### src/rtl/rd_port_arb_n_to_1.sv
// N-to-1 register-file read-port arbiter with one-deep per-port pending slots.
// Define RD_PORT_ARB_ROUND_ROBIN_EN for round-robin selection; otherwise lowest index wins.
module rd_port_arb_n_to_1 #(
    parameter int NUM_PORTS = 9,
    parameter int WIDTH     = 9,
    parameter int PORT_ID_W = 4
) (
    input  logic                       clk,
    input  logic                       rst,
    input  logic [NUM_PORTS-1:0]       port_rd_en,
    input  logic [NUM_PORTS*WIDTH-1:0] port_rd_addr,
    output logic [NUM_PORTS-1:0]       port_busy,
    input  logic                       rd_stall,
    output logic                       rd_en,
    output logic [WIDTH-1:0]           rd_addr,
    output logic [PORT_ID_W-1:0]       rd_port_id,
    output logic                       overflow_err
);

    logic [NUM_PORTS-1:0] pend_v;
    logic [WIDTH-1:0]     pend_addr [NUM_PORTS];
    logic [WIDTH-1:0]     eff_addr  [NUM_PORTS];
    logic [NUM_PORTS-1:0] req;
    logic [NUM_PORTS-1:0] fresh;
    logic                 win_vld;
    logic [PORT_ID_W-1:0] win_idx;
    logic [WIDTH-1:0]     win_addr;
    logic                 grant;

`ifdef RD_PORT_ARB_ROUND_ROBIN_EN
    logic [PORT_ID_W-1:0] last;
`endif

    assign port_busy = pend_v;
    // A fresh request on a busy port is dropped, so it never reaches arbitration.
    assign fresh     = port_rd_en & ~pend_v;
    assign req       = pend_v | fresh;
    assign grant     = win_vld & ~rd_stall;

    always_comb begin
        for (int i = 0; i < NUM_PORTS; i++) begin
            eff_addr[i] = pend_v[i] ? pend_addr[i] : port_rd_addr[i*WIDTH +: WIDTH];
        end
    end

    always_comb begin
        win_vld  = 1'b0;
        win_idx  = '0;
        win_addr = '0;
`ifdef RD_PORT_ARB_ROUND_ROBIN_EN
        for (int k = 1; k <= NUM_PORTS; k++) begin
            if (!win_vld && req[(int'(last) + k) % NUM_PORTS]) begin
                win_vld = 1'b1;
                win_idx = PORT_ID_W'((int'(last) + k) % NUM_PORTS);
            end
        end
`else
        for (int i = NUM_PORTS - 1; i >= 0; i--) begin
            if (req[i]) begin
                win_vld = 1'b1;
                win_idx = PORT_ID_W'(i);
            end
        end
`endif
        for (int i = 0; i < NUM_PORTS; i++) begin
            if (win_idx == PORT_ID_W'(i)) win_addr = eff_addr[i];
        end
    end

    // Stage boundary: control state and registered read port.
    always_ff @(posedge clk) begin
        if (rst) begin
            pend_v       <= '0;
            rd_en        <= 1'b0;
            rd_addr      <= '0;
            rd_port_id   <= '0;
            overflow_err <= 1'b0;
`ifdef RD_PORT_ARB_ROUND_ROBIN_EN
            last         <= PORT_ID_W'(NUM_PORTS - 1);
`endif
        end else begin
            if (|(port_rd_en & pend_v)) overflow_err <= 1'b1;
            for (int i = 0; i < NUM_PORTS; i++) begin
                if (grant && win_idx == PORT_ID_W'(i)) pend_v[i] <= 1'b0;
                else if (fresh[i])                      pend_v[i] <= 1'b1;
            end
            if (grant) begin
                rd_en      <= 1'b1;
                rd_addr    <= win_addr;
                rd_port_id <= win_idx;
`ifdef RD_PORT_ARB_ROUND_ROBIN_EN
                last       <= win_idx;
`endif
            end else if (!rd_stall) begin
                rd_en <= 1'b0;
            end
        end
    end

    // Stage boundary: pending address slots (data only, no reset needed).
    always_ff @(posedge clk) begin
        for (int i = 0; i < NUM_PORTS; i++) begin
            if (fresh[i] && !(grant && win_idx == PORT_ID_W'(i))) begin
                pend_addr[i] <= port_rd_addr[i*WIDTH +: WIDTH];
            end
        end
    end

endmodule
### config.mk
export PLATFORM = sky130hd
export DESIGN_NAME = rd_port_arb_n_to_1
export DESIGN_NICKNAME = d
export VERILOG_FILES = /design/src/rtl/rd_port_arb_n_to_1.sv
export SDC_FILE = /design/constraint.sdc
export NUM_CORES = 1
export LEC_CHECK = 0
export ABC_AREA = 0
export BUFFER_PORTS_ARGS = -buffer_cell sky130_fd_sc_hd__buf_2
export CORE_ASPECT_RATIO = 0.5
export CORE_MARGIN = 2
export CORE_UTILIZATION = 54
export CTS_BUF_LIST = sky130_fd_sc_hd__clkbuf_16
export DETAILED_ROUTE_END_ITERATION = 12
export GPL_TIMING_DRIVEN = 1
export PLACE_DENSITY = 0.92
export SYNTH_ARGS = -nofsm -noshare
export SYNTH_HDL_FRONTEND = slang
export SYNTH_SLANG_ARGS = --single-unit
export TNS_END_PERCENT = 1
### constraint.sdc
create_clock -name clk -period 3.5 [get_ports clk]
set_clock_uncertainty 0.15 [all_clocks]
set_input_delay 0.175 -clock clk [delete_from_list [all_inputs] [get_ports clk]]
set_output_delay 0.175 -clock clk [all_outputs]
set_load 0.005 [all_outputs]
==> summary.md <==
| Metric | Value |
|---|---|
| Status | `complete, no violations` |
| Yosys reg bits | `105` |
| Setup crit start kind | `flip-flop` |
| Htree depth | `3` |
| Syn avg cell area | `12.0 sq um` |
| Register area | `2910 sq um` |
| Routed Antenna Nets | `0` |
| GRT overflow | `0` |
| Layout fillers | `615` |
| Worst slew pin tran | `1.34 ns` |
| Final setup violation count | `0` |
| Post-route DRC | `0` |
| Hold Crit Class | `input port to flip-flop` |
| Post-synthesis cell count | `427` |
| Final min period | `2.99 ns` |
| Combinational Power Share | `17.7%` |
| NetSw | `0.789 mW` |
| Rel. slew slack | `10.6%` |
| DR pass1 iterations | `5` |
| Pwr Density | `419 nW/um^2` |
| Routed vias | `4,697` |
| Post-DP HPWL | `10,800 microns` |
| Syn_nets | `520` |
| Hold Violations, Final | `0` |
| Vias in the first global route | `4,561` |
| CP max FO | `9` |
| Async set or reset register ratio after synthesis | `0%` |
| Num Clock Sinks | `105` |
| Postcts setup bufs | `0` |
| Layout cells sized above 1 | `28.2%` |
| CTS root buffer | `clkbuf_16` |
| Fin. max-slew vios | `0` |
| Crit. Startpoint | `port_busy[5]` |
| Clk Latency, worst-skew pair | `0.35 ns` |
| Routed length per placed instance | `21.3 microns` |
| Vias per cell | `6.16` |
| Buffers on Ports | `116` |
| All-layer global routing usage | `31.7%` |
| Leakage | `2.74 nW` |
| R2r endpoint | `pend_addr[0][64]` |
| # nets final | `729` |
| Ant. Diodes | `0` |
| Die height | `72.8 microns` |
| Top FF cell, synth | `edfxtp_1` |
| Seq/Total Area, Yosys | `56.9%` |
| Reg2reg start | `port_busy[5]` |
| Crit. End Element | `flip-flop` |
| Multi-input gate area | `2090 sq um` |
| Die outline width | `142 microns` |
| Crit path DAT | `2.80 ns` |
| RSZ-0062 raised after global routing | `false` |
| Placed Area | `5940 sq um` |
| Clk pwr share | `32.4%` |
| Worst EP required | `3.31 ns` |
| Final GP Congestion | `0.959` |
| Resize count post-CTS | `0` |
| CTS clk-pin slew, worst paths | `0.07 ns` |
| Die footprint | `10,300 sq um` |
| Peak VDD IR | `268 uV` |
| Max frequency | `0.334 GHz` |
| Reg2Reg Depth | `5` |
| Core area | `9320 sq um` |
| IO Pins | `117` |
| Number of CTS-inserted buffers | `9` |
| Sequential share of power | `49.9%` |
| Yosys cell types | `50` |
| Fin crit share | `85.6%` |
| Largest net degree at the start of global routing | `26` |
| Worst setup endpoint | `pend_addr[0][64]` |
| Flop2flop setup slack | `0.51 ns` |
| First-pass GRT wire length | `24,400 microns` |
| TNS Setup | `0 ns` |
| Internal | `2.15 mW` |
| Starting density of the core | `54.9%` |
| Synth Cell Area | `5120 sq um` |
| Final wirelength | `16,200 microns` |
| CTS tree | `yes` |
| Clk buf depth | `2` |
| Starting DRC count in detailed routing | `425` |
| Max Cap Viol | `0` |
| EDFF count, synth | `81` |
| Post-route cell area | `7030 sq um` |
| Layout area overhead | `37.3%` |
| Warnings from Yosys | `0` |
| Antenna violations before repair | `0` |
| CP Class | `flip-flop to flip-flop` |
| Hold-fix buffers at CTS | `81` |
| Switching Share | `26.8%` |
| Core Rows | `25` |
cells in the mapped netlist (2+ instances only):
| master | number | area, sq um |
|---|---|---|
| nand3_1 | 7 | 35.0 |
| nor4_1 | 2 | 12.5 |
| clkbuf_1 | 15 | 56.3 |
| nor2b_1 | 7 | 43.8 |
| mux2i_1 | 53 | 531 |
| a22o_1 | 3 | 26.3 |
| o221ai_1 | 11 | 96.3 |
| a22oi_1 | 3 | 22.5 |
| a2bb2oi_1 | 5 | 43.8 |
| or3_1 | 3 | 18.8 |
| nor3b_1 | 7 | 52.6 |
| o21ai_1 | 2 | 10.0 |
| a21o_1 | 3 | 22.5 |
| a211oi_1 | 9 | 67.6 |
| and3_1 | 2 | 12.5 |
| o22ai_1 | 5 | 31.3 |
| o2111ai_1 | 6 | 52.6 |
| nor2_1 | 37 | 139 |
| a221oi_1 | 7 | 61.3 |
| buf_1 | 4 | 15.0 |
| a21oi_1 | 11 | 55.1 |
| or4_1 | 4 | 30.0 |
| inv_1 | 3 | 11.3 |
| nor3_1 | 16 | 80.1 |
| o21ai_0 | 14 | 70.1 |
| buf_2 | 5 | 25.0 |
| o21bai_1 | 2 | 15.0 |
| dfxtp_1 | 24 | 480 |
| edfxtp_1 | 81 | 2430 |
| a31oi_1 | 7 | 43.8 |
| a211o_1 | 2 | 17.5 |
| a41o_1 | 2 | 20.0 |
| nand2_1 | 34 | 128 |
| mux2_2 | 15 | 169 |
worst min path at each step:
stage / from / slack, ns / depth (start not counted) / endpoint
CTS: port_rd_en[1] / 0.04 / 3 / port_busy[1]
detailed placement: port_rd_addr[26] / 0.22 / 1 / pend_addr[0][26]
global placement: port_rd_addr[20] / 0.22 / 1 / pend_addr[0][20]
finish: port_rd_en[1] / 0.04 / 3 / port_busy[1]
global route: rd_stall / 0.06 / 3 / rd_en
floorplan: port_rd_addr[0] / 0.12 / 0 / pend_addr[0][0]
final cells by class:
type | count | share of cell area, %
clock inverters | 7 | 0.623
multi-input cells | 294 | 29.8
well taps | 121 | 2.15
inverters | 3 | 0.160
flip-flops and latches | 105 | 41.5
clock buffers | 9 | 3.21
repair buffers | 223 | 22.6
state kept, by name, indices dropped and copies added (netlist names):
| name | flops |
|---|---|
| overflow_err | 1 |
| pend_addr | 81 |
| rd_port_id | 4 |
| port_busy | 9 |
| rd_addr | 9 |
| rd_en | 1 |
stage by stage:
step                      cells  utilization [%]  setup slack [ns]  power (mW)  hold WS [ns]
after floorplan             427                -             0.624        1.72         0.124
after global placement      665             63.7             0.597        1.91         0.215
after detailed placement    665             63.7             0.443        1.92         0.219
after CTS                   762             75.3             0.440        2.90        0.0408
after global routing        762             75.4             0.349        3.02        0.0646
final                       762             75.4             0.506        2.94        0.0408
per-layer routing:
layer / global-route usage (%) / share of wire [%]
met5: 0 / 0
met4: 13.3 / 3.9
met3: 6.76 / 9.5
met2: 52.5 / 46
met1: 41.6 / 40
placed cells by master (no fill, tap or decap), types with 3 or more instances in the layout:
master / count
nand3_1: 7
a21o_1: 3
nand2_1: 34
dfxtp_1: 24
mux2i_1: 53
nor2_1: 37
a2bb2oi_1: 5
or3_1: 3
a21oi_1: 11
clkbuf_16: 9
mux2_2: 15
dlygate4sd3_1: 81
nor2b_1: 7
a22o_1: 3
inv_1: 3
or4_1: 4
o221ai_1: 11
edfxtp_1: 81
o21ai_0: 14
o22ai_1: 5
a211oi_1: 9
o2111ai_1: 6
a31oi_1: 7
nor3b_1: 5
buf_4: 26
nor3_1: 16
a22oi_1: 3
a221oi_1: 7
buf_2: 116
power by group through the flow:
stage / clock network, mW / registers [mW] / logic, mW
2_1_floorplan: 0 / 1.48 / 0.241
3_3_place_gp: 0 / 1.49 / 0.421
3_5_place_dp: 0 / 1.49 / 0.429
4_1_cts: 0.938 / 1.46 / 0.499
5_1_grt: 0.996 / 1.47 / 0.552
6_report: 0.953 / 1.47 / 0.521
kinds of logic (layout without fill, tap and decap cells):
logic type	after synthesis	count (layout)	share of synthesized area (%)
muxes	68	68	13.7
DFF	105	105	56.9
and+or+nand+nor	123	123	11.8
buffers and inverters	28	242	2.32
AOI/OAI and AO/OA	103	103	15.3
worst max-delay path: stages (launching register included):
cell,delay [ns]
dfxtp_1,0.36
or4_1,0.60
nor2_1,0.23
or4_1,0.15
nor2_1,0.05
nor3b_1,1.06
Power figures use the tool's default switching activity.
